[src/rtl/audio_playback.sv]
// audio_playback: FIFO-buffered 12-bit sample playback, one sample per tick, to a 1-bit speaker modulator.
// Define AUDIO_SIGMA_DELTA_EN to replace the default 8-bit PWM with a first-order sigma-delta modulator.
module audio_playback #(
  parameter int SAMPLE_W    = 12,
  parameter int FIFO_AW     = 4,
  parameter int SAMPLE_DIV  = 3125,
  parameter int PRIME_LEVEL = 8
) (
  input  logic                CLOCK_50,
  input  logic                RESET,
  input  logic                enable,
  input  logic                flush,
  input  logic [SAMPLE_W-1:0] s_data,
  input  logic                s_valid,
  output logic                s_ready,
  output logic [FIFO_AW:0]    fifo_level,
  output logic                playing,
  output logic                underrun,
  output logic                speaker
);
  localparam int DEPTH = 1 << FIFO_AW;
  localparam int CW = $clog2(SAMPLE_DIV);
  typedef enum logic [1:0] {IDLE, PRIME, PLAY} state_t;
  state_t state_q, state_d;
  logic [SAMPLE_W-1:0] mem_q [DEPTH];
  logic [FIFO_AW-1:0] wr_q, wr_d, rd_q, rd_d;
  logic [FIFO_AW:0] lvl_q, lvl_d;
  logic [CW-1:0] div_q, div_d;
  logic [SAMPLE_W-1:0] cur_sample_q, cur_sample_d;
  logic underrun_q, underrun_d;
  logic tick, push, pop;
  assign s_ready = !lvl_q[FIFO_AW];
  assign fifo_level = lvl_q;
  assign playing = state_q == PLAY;
  assign underrun = underrun_q;
  assign tick = state_q == PLAY && div_q == CW'(SAMPLE_DIV - 1);
  assign push = s_valid && s_ready && !flush;
  // flush beats both push and pop; an underrun tick never bypasses a same-cycle push
  assign pop = tick && lvl_q != '0 && !flush;
  always_comb begin
    state_d = !enable ? IDLE :
              state_q == IDLE ? PRIME :
              (state_q == PRIME && lvl_q >= (FIFO_AW+1)'(PRIME_LEVEL)) ? PLAY : state_q;
    div_d = (state_q != PLAY || tick) ? '0 : div_q + 1'b1;
    wr_d = flush ? '0 : wr_q + FIFO_AW'(push);
    rd_d = flush ? '0 : rd_q + FIFO_AW'(pop);
    lvl_d = flush ? '0 : lvl_q + (FIFO_AW+1)'(push) - (FIFO_AW+1)'(pop);
    cur_sample_d = pop ? mem_q[rd_q] : cur_sample_q;
    underrun_d = tick && lvl_q == '0;
  end
  always_ff @(posedge CLOCK_50) begin
    if (RESET) begin
      state_q <= IDLE;
      wr_q <= '0;
      rd_q <= '0;
      lvl_q <= '0;
      div_q <= '0;
      cur_sample_q <= {1'b1, {(SAMPLE_W-1){1'b0}}};
      underrun_q <= 1'b0;
    end else begin
      state_q <= state_d;
      wr_q <= wr_d;
      rd_q <= rd_d;
      lvl_q <= lvl_d;
      div_q <= div_d;
      cur_sample_q <= cur_sample_d;
      underrun_q <= underrun_d;
    end
  end
  always_ff @(posedge CLOCK_50) begin
    if (push) mem_q[wr_q] <= s_data;
  end
`ifdef AUDIO_SIGMA_DELTA_EN
  logic [SAMPLE_W:0] acc_q, acc_d;
  assign acc_d = state_q == IDLE ? '0 : {1'b0, acc_q[SAMPLE_W-1:0]} + {1'b0, cur_sample_q};
  assign speaker = acc_q[SAMPLE_W];
  always_ff @(posedge CLOCK_50) begin
    if (RESET) acc_q <= '0;
    else acc_q <= acc_d;
  end
`else
  logic [7:0] pwm_q, pwm_d;
  logic speaker_q, speaker_d;
  assign pwm_d = state_q == IDLE ? '0 : pwm_q + 8'd1;
  assign speaker_d = state_q != IDLE && pwm_q < cur_sample_q[SAMPLE_W-1 -: 8];
  assign speaker = speaker_q;
  always_ff @(posedge CLOCK_50) begin
    if (RESET) begin
      pwm_q <= '0;
      speaker_q <= 1'b0;
    end else begin
      pwm_q <= pwm_d;
      speaker_q <= speaker_d;
    end
  end
`endif
endmodule

[config.mk]
export PLATFORM = sky130hd
export DESIGN_NAME = audio_playback
export DESIGN_NICKNAME = d
export VERILOG_FILES = /design/src/rtl/audio_playback.sv
export SDC_FILE = /design/constraint.sdc
export NUM_CORES = 1
export LEC_CHECK = 0
export CORE_MARGIN = 5
export CORE_UTILIZATION = 25
export CTS_CLUSTER_DIAMETER = 100
export DETAILED_ROUTE_END_ITERATION = 7
export DONT_BUFFER_PORTS = 1
export GPL_ROUTABILITY_DRIVEN = 0
export GPL_TIMING_DRIVEN = 0
export HOLD_SLACK_MARGIN = 0.12
export PLACE_DENSITY_LB_ADDON = 0.2
export SYNTH_ARGS = -nofsm -noshare
export SYNTH_HDL_FRONTEND = slang
export SYNTH_SLANG_ARGS = --single-unit
[constraint.sdc]
create_clock -name CLOCK_50 -period 3.2 [get_ports CLOCK_50]
set_input_delay 0.32 -clock CLOCK_50 [delete_from_list [all_inputs] [get_ports CLOCK_50]]
set_output_delay 0.32 -clock CLOCK_50 [all_outputs]
set_load 0.005 [all_outputs]
==> results of run 1 <==
[worst min-delay path by stage]
stage,depth (start not counted),from,slack (ns),to
3_5_place_dp,0,s_data[4],0.42,mem_q[5][4]
3_3_place_gp,0,s_data[5],0.42,mem_q[12][5]
6_report,2,RESET,0.20,wr_q[1]
5_1_grt,2,RESET,0.21,rd_q[0]
4_1_cts,2,RESET,0.18,wr_q[1]
2_1_floorplan,0,s_data[10],0.42,mem_q[0][10]
[critical path, cell delays in order (launching register included)]
cell	delay, ns
dfxtp_2	0.32
or4_4	0.53
or4_4	0.50
or4_4	0.56
inv_4	0.09
ha_4	0.12
inv_2	0.03
ha_4	0.15
inv_2	0.04
fa_2	0.20
inv_2	0.04
a21oi_2	0.13
nor2_2	0.05
or3_1	0.38
a21oi_2	0.11
[state kept, by name, indices dropped and copies added (netlist names)]
name	count
speaker	1
cur_sample_q	8
div_q	12
underrun	1
state_q	2
pwm_q	8
fifo_level	5
rd_q	4
mem_q	128
wr_q	4
[cell usage after synthesis, drive strengths merged]
cell / count
a2111oi: 1
a211o: 1
a211oi: 2
a21o: 11
a21oi: 11
a22oi: 14
a31oi: 1
and2: 7
and3: 3
buf: 7
clkbuf: 11
dfxtp: 45
edfxtp: 128
fa: 1
ha: 22
inv: 23
mux2i: 1
mux4: 32
nand2: 17
nand2b: 4
nand3: 11
nand3b: 2
nand4: 4
nor2: 49
nor2b: 3
nor3: 7
nor3b: 1
o2111ai: 1
o21a: 1
o21ai: 1
o21bai: 1
or2: 1
or3: 2
or4: 3
xnor2: 11
xor2: 11
[where the power goes]
part / internal [W] / switching, W / total, W
Sequential: 0.00241 / 0.00000528 / 0.00242
Combinational: 0.0000254 / 0.0000495 / 0.0000749
Clock: 0.00116 / 0.000894 / 0.00206
Total: 0.00360 / 0.000949 / 0.00455
[cell families (layout without fill, tap and decap cells)]
logic type / after synthesis / in the layout / share of synthesized area, %
buf+inv: 41 / 92 / 2.43
xor+xnor: 22 / 22 / 2.76
compound gates: 45 / 45 / 4.53
simple gates: 114 / 114 / 7.73
mux: 33 / 33 / 10.5
fa+ha+maj: 23 / 23 / 4.22
flops: 173 / 173 / 67.9
[final cells by class]
class	instances	area (µm²)	area share [%]
Inverter	23	88.8	1.07
Sequential cell	173	4750	57.3
Clock buffer	18	429	5.18
Multi-Input combinational cell	237	2140	25.8
Tap cell	378	473	5.71
Buffer	16	67.6	0.816
Timing Repair Buffer	21	180	2.18
Clock inverter	14	158	1.90
[layer usage]
layer	track usage, %	wire (µm)
met2	17.8	7770
met4	3.48	218
met5	0	0
met3	1.92	332
met1	11.8	6460
[timing repair]
item | 4_1_cts | 5_1_grt
resized for setup | 4 | 6
hold endpoints to repair | 132 | 0
hold buffers | 10 | 0
endpoints found under the setup margin | 11 | 5
pin swaps | 4 | 9
buffers inserted | 7 | 3
[through the flow]
stage,setup TNS [ns],setup WS [ns]
after global routing,-0.439,-0.223
final,-0.225,-0.120
after detailed placement,-2.02,-0.399
after global placement,-1.79,-0.404
after CTS,-0.225,-0.158
after floorplan,-0.185,-0.167
==> flow_metrics.py, run 1 <==
metrics = {
    "floorplanning": {
        "placementRows": 61,
        "die_w_um": 177,
        "io_pins": 26,
        "floorplan.core_area_mm2": 0.0277,
        "die_height_um": 177,
        "fp.dieArea_mm2": 0.0314,
        "initial_utilization_pct": 25.2,
    },
    "power_and_ir_drop": {
        "cellLeakagePower_nw": 2.61,
        "cellPowerDensity_mw_per_mm2": 550,
        "vdd_drop_max_mv": 0.313,
        "power_after_layout_w": 0.00455,
    },
    "run_status": {
        "failed_checks": "negative setup slack",
        "outcome": "complete, but fails checks",
    },
    "clock_tree": {
        "clock_sinks": 173,
        "worst_setup_hold_path_clk_slew_ns": 0.07,
        "tritoncts": "done",
        "cts_htree_levels": 4,
        "clock_latency_ns": 0.42,
        "clk_tree_root_cell": "clkbuf_16",
        "clock_path_buffers": 2,
        "numCtsBuffers": 17,
    },
    "sta": {
        "setup_slack_ns": -0.120,
        "worst_clk_skew_ns": 0.00843,
        "timing.final.crit_share_pct": 104,
        "fin_crit_ns": 3.32,
        "report.final.setup_viol": 2,
        "hold-worst-slack_ns": 0.204,
        "max-slew-margin-rel_pct": 29.8,
        "max_freq_ghz": 0.301,
        "tightest_slew_ns": 1.05,
        "timing.final.max_slew_violations": 0,
        "report.final.hold_viol_count": 0,
        "rsz_0062_raised_after_global_routing": "yes",
    },
    "final_layout": {
        "fraction_of_final_layout_cells_with_drive_strength_greater_than_1_pct": 19.3,
        "n_antenna_cell": 0,
        "finalNetCount": 529,
        "final_core_util_pct": 29.9,
        "final_common_cell": "edfxtp_1",
        "fin_area_mm2": 0.00828,
        "final_cell_count_no_fill": 880,
        "layout-area-overhead-vs-synth_pct": 18.4,
        "mostFrequentLayoutCells": "edfxtp_1, nor2_1, dfxtp_1, mux4_2, ha_1",
        "fillCellCount": 2730,
    },
    "worst_setup_path": {
        "cp_max_fo": 2,
        "worstRegToRegCells": 14,
        "wp_data_arrival_ns": 3.68,
        "crit_required_ns": 3.56,
        "worstSetupEndpointType": "register",
        "start_kind": "register",
        "r2r_startpoint": "div_q[9]",
        "crit-reg2reg-capture": "fifo_level[4]",
        "reg2reg_setup_slack_ns": -0.12,
        "critical_path.endpoint": "fifo_level[4]",
        "worstSetupPathType": "register to register",
        "timing.critical_path.from": "div_q[9]",
    },
    "place": {
        "dpl-instance-area_mm2": 0.00752,
        "portBuffers": 0,
        "post-dp-hpwl_mm": 9.94,
        "dp_cells": 830,
    },
    "yosys": {
        "ys_seq_elements": 173,
        "synth.cell_area_mm2": 0.00699,
        "post_synth.cell_area_avg_um2": 15.5,
        "yosys_warns": 0,
        "share_of_yosys_cell_area_claimed_by_the_top_area_cell_type_pct": 55.0,
        "synth_top_area_cell": "edfxtp_1",
        "synth_top_cells_by_area": "edfxtp_1, dfxtp_1, mux4_2",
        "number_of_distinct_library_cell_variants_in_the_gate_level_netlist_after_synthesis": 39,
        "syn-num-nets": 491,
        "synthesis.instances": 451,
        "sequential_to_total_area_share_from_yosys_stat_pct": 67.9,
    },
    "grt": {
        "number_of_antenna_violations_at_the_first_check_in_global_routing": 0,
        "first_global_vias": 4018,
        "grt_start_max_net_pins": 17,
        "grt_use_total_pct": 9.88,
        "grt_pass1_wl_mm": 23.1,
        "globalRouteOverflowTotal": 0,
    },
    "detailed_routing": {
        "drt-vias-per-instance": 4.25,
        "drt-pass1-iter-count": 4,
        "postRouteWirelength_mm": 14.8,
        "dr.first_iter.drc_count": 186,
        "final_antenna_net_count": 0,
        "drt_drc_violations_left": 0,
        "detailroute.via_count": 3738,
        "wl_per_cell_um": 16.8,
    },
    "run": {
        "max_cap_viols": 0,
    },
    "worst_hold_path": {
        "min_path_type": "primary input to register",
    },
}
Note: power is estimated with default switching activity, not from simulation.
==> inputs of run 2 (changes only) <==
Settings changed: SLEW_MARGIN from default to 20.
Clock period 3.2 ns to 4.1 ns, I/O delays scaled along.
==> run 2 against run 1 <==
Against the previous run:
- the flow now finishes without violations
- highest routed layer unchanged
- clock-buffer cell count fell by 1
- sequential cell count unchanged
- critical path depth increased by 2
==> flow_metrics.py, run 2 (same netlist as run 1, synthesis figures left out) <==
metrics = {
    "grt": {
        "first_global_vias": 3877,
        "grt_start_max_net_pins": 22,
        "grt_pass1_wl_mm": 23.2,
        "number_of_antenna_violations_at_the_first_check_in_global_routing": 0,
        "grt_use_total_pct": 9.98,
        "globalRouteOverflowTotal": 0,
    },
    "worst_setup_path": {
        "worstRegToRegCells": 16,
        "reg2reg_setup_slack_ns": 0.24,
        "start_kind": "register",
        "crit_path_max_incr_delay_ns": 0.55,
        "r2r_startpoint": "div_q[8]",
        "worstSetupPathType": "register to register",
        "worstPathCellList": "or4_1 -> or4_4 -> or4_4 -> buf_6 -> buf_6 -> inv_1 -> ha_1 -> inv_1 -> ha_1 -> inv_1 -> fa_1 -> inv_1 -> a21oi_1 -> nor2_1 -> or3_1 -> a21oi_1",
        "cp_max_fo": 10,
        "wp_data_arrival_ns": 4.15,
        "crit_required_ns": 4.39,
        "worstSetupEndpointType": "register",
        "crit_path_frequent_cell": "inv_1",
        "crit-reg2reg-capture": "fifo_level[4]",
        "master_of_the_slowest_instance_on_the_critical_path": "or4_4",
    },
    "final_layout": {
        "layout-area-overhead-vs-synth_pct": 17.8,
        "final_cell_count_no_fill": 874,
        "reg.largest.list": "mem_q x128, div_q x12",
        "finalNetCount": 523,
        "fraction_of_final_layout_cells_with_drive_strength_greater_than_1_pct": 15.9,
        "register_name_with_the_most_flops": "mem_q",
        "sequential_cell_area_mm2": 0.00474,
        "largest_register_ff_count": 128,
        "final_common_cell": "edfxtp_1",
        "fillCellCount": 2730,
        "area_taken_by_multi_input_logic_gates_mm2": 0.00210,
        "mostFrequentLayoutCells": "edfxtp_1, nor2_1, dfxtp_1, mux4_2, inv_1",
        "n_antenna_cell": 0,
    },
    "detailed_routing": {
        "dr_wl_met3_um": 600,
        "drt-pass1-iter-count": 4,
        "drt-vias-per-instance": 4.27,
        "wl_met2_mm": 7.72,
        "wl_met1_mm": 6.24,
        "wl_per_cell_um": 16.8,
        "dr.first_iter.drc_count": 221,
        "topRoutingLayerUsed": "met4",
        "postRouteWirelength_mm": 14.7,
        "detailroute.via_count": 3729,
        "drt_drc_violations_left": 0,
        "final_antenna_net_count": 0,
    },
    "sta": {
        "max-slew-margin-rel_pct": 34.1,
        "worst_clk_skew_ns": 0.0185,
        "tightest_slew_ns": 0.986,
        "fin_crit_ns": 3.86,
        "report.final.hold_viol_count": 0,
        "timing.final.crit_share_pct": 94.1,
        "max_freq_ghz": 0.259,
        "timing.final.max_slew_violations": 0,
        "report.final.setup_viol": 0,
        "tns_ns": 0,
        "rsz_0062_raised_after_global_routing": "no",
    },
    "power_and_ir_drop": {
        "internal_power_w": 0.00275,
        "p_switching_w": 0.000850,
        "power.switching_fraction_pct": 23.6,
        "power_frac_clock_pct": 46.0,
        "vdd_drop_max_mv": 0.278,
        "power_frac_seq_pct": 52.5,
        "cellLeakagePower_nw": 2.62,
        "cellPowerDensity_mw_per_mm2": 437,
        "pwr-share-comb_pct": 1.6,
    },
    "floorplanning": {
        "die_w_um": 177,
        "floorplan.core_area_mm2": 0.0277,
        "placementRows": 61,
        "fp.dieArea_mm2": 0.0314,
        "io_pins": 26,
        "initial_utilization_pct": 25.2,
        "die_height_um": 177,
    },
    "worst_hold_path": {
        "min_path_type": "primary input to register",
        "hold_path_end": "state_q[1]",
        "worst_hold_path.num_cells": 1,
        "min-delay-start": "enable",
    },
    "run_status": {
        "outcome": "complete, no violations",
    },
    "clock_tree": {
        "tritoncts": "done",
        "clk_tree_root_cell": "clkbuf_16",
        "post_cts_resized": 0,
        "numCtsBuffers": 17,
        "cts_htree_levels": 4,
        "clock_path_buffers": 2,
        "worst_setup_hold_path_clk_slew_ns": 0.08,
        "clock_sinks": 173,
        "clock_latency_ns": 0.43,
    },
    "place": {
        "portBuffers": 0,
        "post-dp-hpwl_mm": 10.0,
        "dp_cells": 832,
    },
    "run": {
        "max_cap_viols": 0,
    },
}
run 2: layer usage:
layer / vias up / GRT usage [%]
met5: - / 0
met4: 0 / 2.80
met3: 4 / 2.44
met2: 70 / 17.1
met1: 1901 / 12.6
li1: 1754 / -
run 2: power groups by stage:
stage	Combinational, W	Sequential [W]	Clock (W)
final	0.0000562	0.00189	0.00165
after global routing	0.0000627	0.00189	0.00178
after CTS	0.0000570	0.00189	0.00170
after detailed placement	0.0000318	0.00193	0
after global placement	0.0000309	0.00193	0
after floorplan	0.0000221	0.00193	0
run 2: how the worst max path moves through the flow:
stage | endpoint | depth (start not counted) | startpoint | slack [ns]
finish | fifo_level[4] | 16 | div_q[8] | 0.24
global route | fifo_level[4] | 16 | div_q[8] | 0.01
CTS | fifo_level[4] | 16 | div_q[8] | 0.20
detailed placement | fifo_level[4] | 16 | div_q[8] | 0.25
global placement | fifo_level[4] | 16 | div_q[8] | 0.25
floorplan | fifo_level[4] | 16 | div_q[8] | 0.57
run 2: cell type report:
| class | count | area share [%] |
|---|---|---|
| flip-flops and latches | 173 | 57.6 |
| well taps | 378 | 5.74 |
| clock buffers | 17 | 5.17 |
| plain buffers | 18 | 1.02 |
| multi-input cells | 237 | 25.5 |
| repair buffers | 13 | 1.50 |
| clock inverters | 15 | 2.45 |
| inverters | 23 | 1.05 |
run 2: worst max-delay path, delay by kind of cell (launching register included):
family	cells	cell delay (ns)
DFF	1	0.36
adders and majority gates	3	0.80
buffers and inverters	6	0.59
and+or+nand+nor	5	1.84
AOI/OAI and AO/OA	2	0.12
run 2: timing repair:
action | in CTS | in global routing
hold buffers | 9 | 0
setup buffers | 0 | 0
hold endpoints to repair | 129 | 0
run 2: through the flow:
stage                     worst slack (ns)  total power, W  utilization (%)  instance area (µm²)  hold slack [ns]
after detailed placement             0.250         0.00196             27.1                 7510            0.448
after CTS                            0.199         0.00364             29.7                 8220            0.133
after global placement               0.253         0.00196             26.9                 7460            0.452
after global routing                0.0125         0.00373             29.7                 8230            0.134
after floorplan                      0.574         0.00195                -                 6990            0.433
final                                0.241         0.00360             29.7                 8230            0.157
==> inputs of run 3 (changes only) <==
Settings changed: CTS_BUF_LIST from default to sky130_fd_sc_hd__clkbuf_8.
==> run 3 against run 2 <==
Against the previous run:
- core utilization decreased by 0.70 points
- register-to-register slack barely moved
- clock-buffer cell count stayed put
==> flow_metrics.py, run 3 (same netlist as run 1, synthesis figures left out) <==
metrics = {
    "sta": {
        "report.final.hold_viol_count": 0,
        "fin_crit_ns": 3.87,
        "max-slew-margin-rel_pct": 33.5,
        "report.final.setup_viol": 0,
        "setup_slack_ns": 0.234,
        "timing.final.max_slew_violations": 0,
        "timing.final.crit_share_pct": 94.3,
        "max_freq_ghz": 0.259,
        "tightest_slew_ns": 0.994,
        "rsz_0062_raised_after_global_routing": "no",
        "worst_clk_skew_ns": 0.0194,
        "tns_ns": 0,
    },
    "worst_setup_path": {
        "crit-reg2reg-capture": "fifo_level[4]",
        "worstSetupPathType": "register to register",
        "wp_data_arrival_ns": 4.20,
        "r2r_startpoint": "div_q[8]",
        "start_kind": "register",
        "worstSetupEndpointType": "register",
        "worstRegToRegCells": 16,
        "cp_max_fo": 10,
        "reg2reg_setup_slack_ns": 0.23,
        "crit_required_ns": 4.43,
    },
    "worst_hold_path": {
        "min_path_type": "primary input to register",
        "hold_path_end": "wr_q[0]",
        "worst_hold_path.num_cells": 2,
        "min-delay-start": "RESET",
    },
    "detailed_routing": {
        "drt-vias-per-instance": 4.24,
        "postRouteWirelength_mm": 14.6,
        "dr.first_iter.drc_count": 282,
        "drt-pass1-iter-count": 5,
        "wl_per_cell_um": 16.7,
        "detailroute.via_count": 3705,
        "drt_drc_violations_left": 0,
        "final_antenna_net_count": 0,
    },
    "place": {
        "dpl-instance-area_mm2": 0.00751,
        "portBuffers": 0,
        "post-dp-hpwl_mm": 10.0,
        "placement.setup.worst_slack_ns": 0.250,
    },
    "clock_tree": {
        "worst_setup_hold_path_clk_slew_ns": 0.11,
        "clock_sinks": 173,
        "clock_path_buffers": 2,
        "tritoncts": "done",
        "numCtsBuffers": 17,
        "cts_setup_buffers": 0,
        "clk_tree_root_cell": "clkbuf_8",
        "cts_htree_levels": 4,
        "clock_latency_ns": 0.46,
    },
    "final_layout": {
        "final_common_cell": "edfxtp_1",
        "layout-area-overhead-vs-synth_pct": 15.0,
        "register_name_with_the_most_flops": "mem_q",
        "fin_area_mm2": 0.00804,
        "fillCellCount": 2752,
        "fraction_of_final_layout_cells_with_drive_strength_greater_than_1_pct": 15.7,
        "largest_register_ff_count": 128,
        "finalNetCount": 523,
        "n_antenna_cell": 0,
        "mostFrequentLayoutCells": "edfxtp_1, nor2_1, dfxtp_1, mux4_2, inv_1",
        "reg.largest.list": "mem_q x128, div_q x12",
    },
    "grt": {
        "globalRouteOverflowTotal": 0,
        "grt_start_max_net_pins": 22,
        "number_of_antenna_violations_at_the_first_check_in_global_routing": 0,
        "first_global_vias": 3854,
        "grt_use_total_pct": 9.95,
        "grt_pass1_wl_mm": 23.1,
    },
    "floorplanning": {
        "fp.dieArea_mm2": 0.0314,
        "placementRows": 61,
        "die_w_um": 177,
        "io_pins": 26,
        "die_height_um": 177,
        "initial_utilization_pct": 25.2,
        "floorplan.core_area_mm2": 0.0277,
    },
    "power_and_ir_drop": {
        "cellPowerDensity_mw_per_mm2": 395,
        "cellLeakagePower_nw": 2.53,
        "vdd_drop_max_mv": 0.196,
    },
    "run_status": {
        "outcome": "complete, no violations",
    },
    "run": {
        "max_cap_viols": 0,
    },
}
run 3: changes by cell type in the layout (fill, tap and decap cells not counted):
cell           change
buf_6              -1
dlygate4sd3_1      +1
clkbuf_8          +17
clkbuf_16         -17
run 3: final cells by class:
cell class | instances | area (µm²) | share of cell area (%)
buffer | 18 | 83.8 | 1.04
clock buffer | 17 | 234 | 2.91
clock inverter | 15 | 201 | 2.51
inverter | 23 | 86.3 | 1.07
multi-input combinational | 237 | 2100 | 26.1
sequential | 173 | 4740 | 59.0
tap | 378 | 473 | 5.88
timing repair buffer | 13 | 123 | 1.52
run 3: how the worst max path moves through the flow:
stage	slack [ns]	to	cells past startpoint	start
after floorplan	0.57	fifo_level[4]	16	div_q[8]
after global placement	0.25	fifo_level[4]	16	div_q[8]
after detailed placement	0.25	fifo_level[4]	16	div_q[8]
after CTS	0.19	fifo_level[4]	16	div_q[8]
after global routing	0.0003	fifo_level[4]	16	div_q[8]
final	0.23	fifo_level[4]	16	div_q[8]
run 3: power breakdown:
part	switching, W	internal (W)
clock	0.000749	0.000486
combinational	0.0000382	0.0000185
sequential	0.00000394	0.00188
total	0.000791	0.00239
run 3: metal layers:
layer / part of all wire [%] / track usage, %
met1: 41 / 12.6
met2: 53 / 17.0
met3: 4.9 / 2.37
met4: 1.3 / 2.90
met5: 0 / 0
run 3: worst max-delay path, cell delays in order (launching register included):
cell and delay, ns:
dfxtp_1 0.37, or4_1 0.54, or4_4 0.55, or4_4 0.54, buf_6 0.16, buf_6 0.14, inv_1 0.10, ha_1 0.24
inv_1 0.06, ha_1 0.16, inv_1 0.06, fa_1 0.40, inv_1 0.07, a21oi_1 0.06, nor2_1 0.10, or3_1 0.11
a21oi_1 0.06
run 3: through the flow:
stage	power [W]	cells	hold WS, ns	utilization (%)
after floorplan	0.00195	451	0.433	-
after global placement	0.00196	829	0.452	26.9
after detailed placement	0.00196	832	0.448	27.1
after CTS	0.00323	874	0.190	29.0
after global routing	0.00332	874	0.208	29.0
final	0.00318	874	0.216	29.0
run 3: timing repair:
action / in CTS / in global routing
resized for setup: 0 / 0
hold buffers: 10 / 0
hold endpoints to repair: 132 / 0
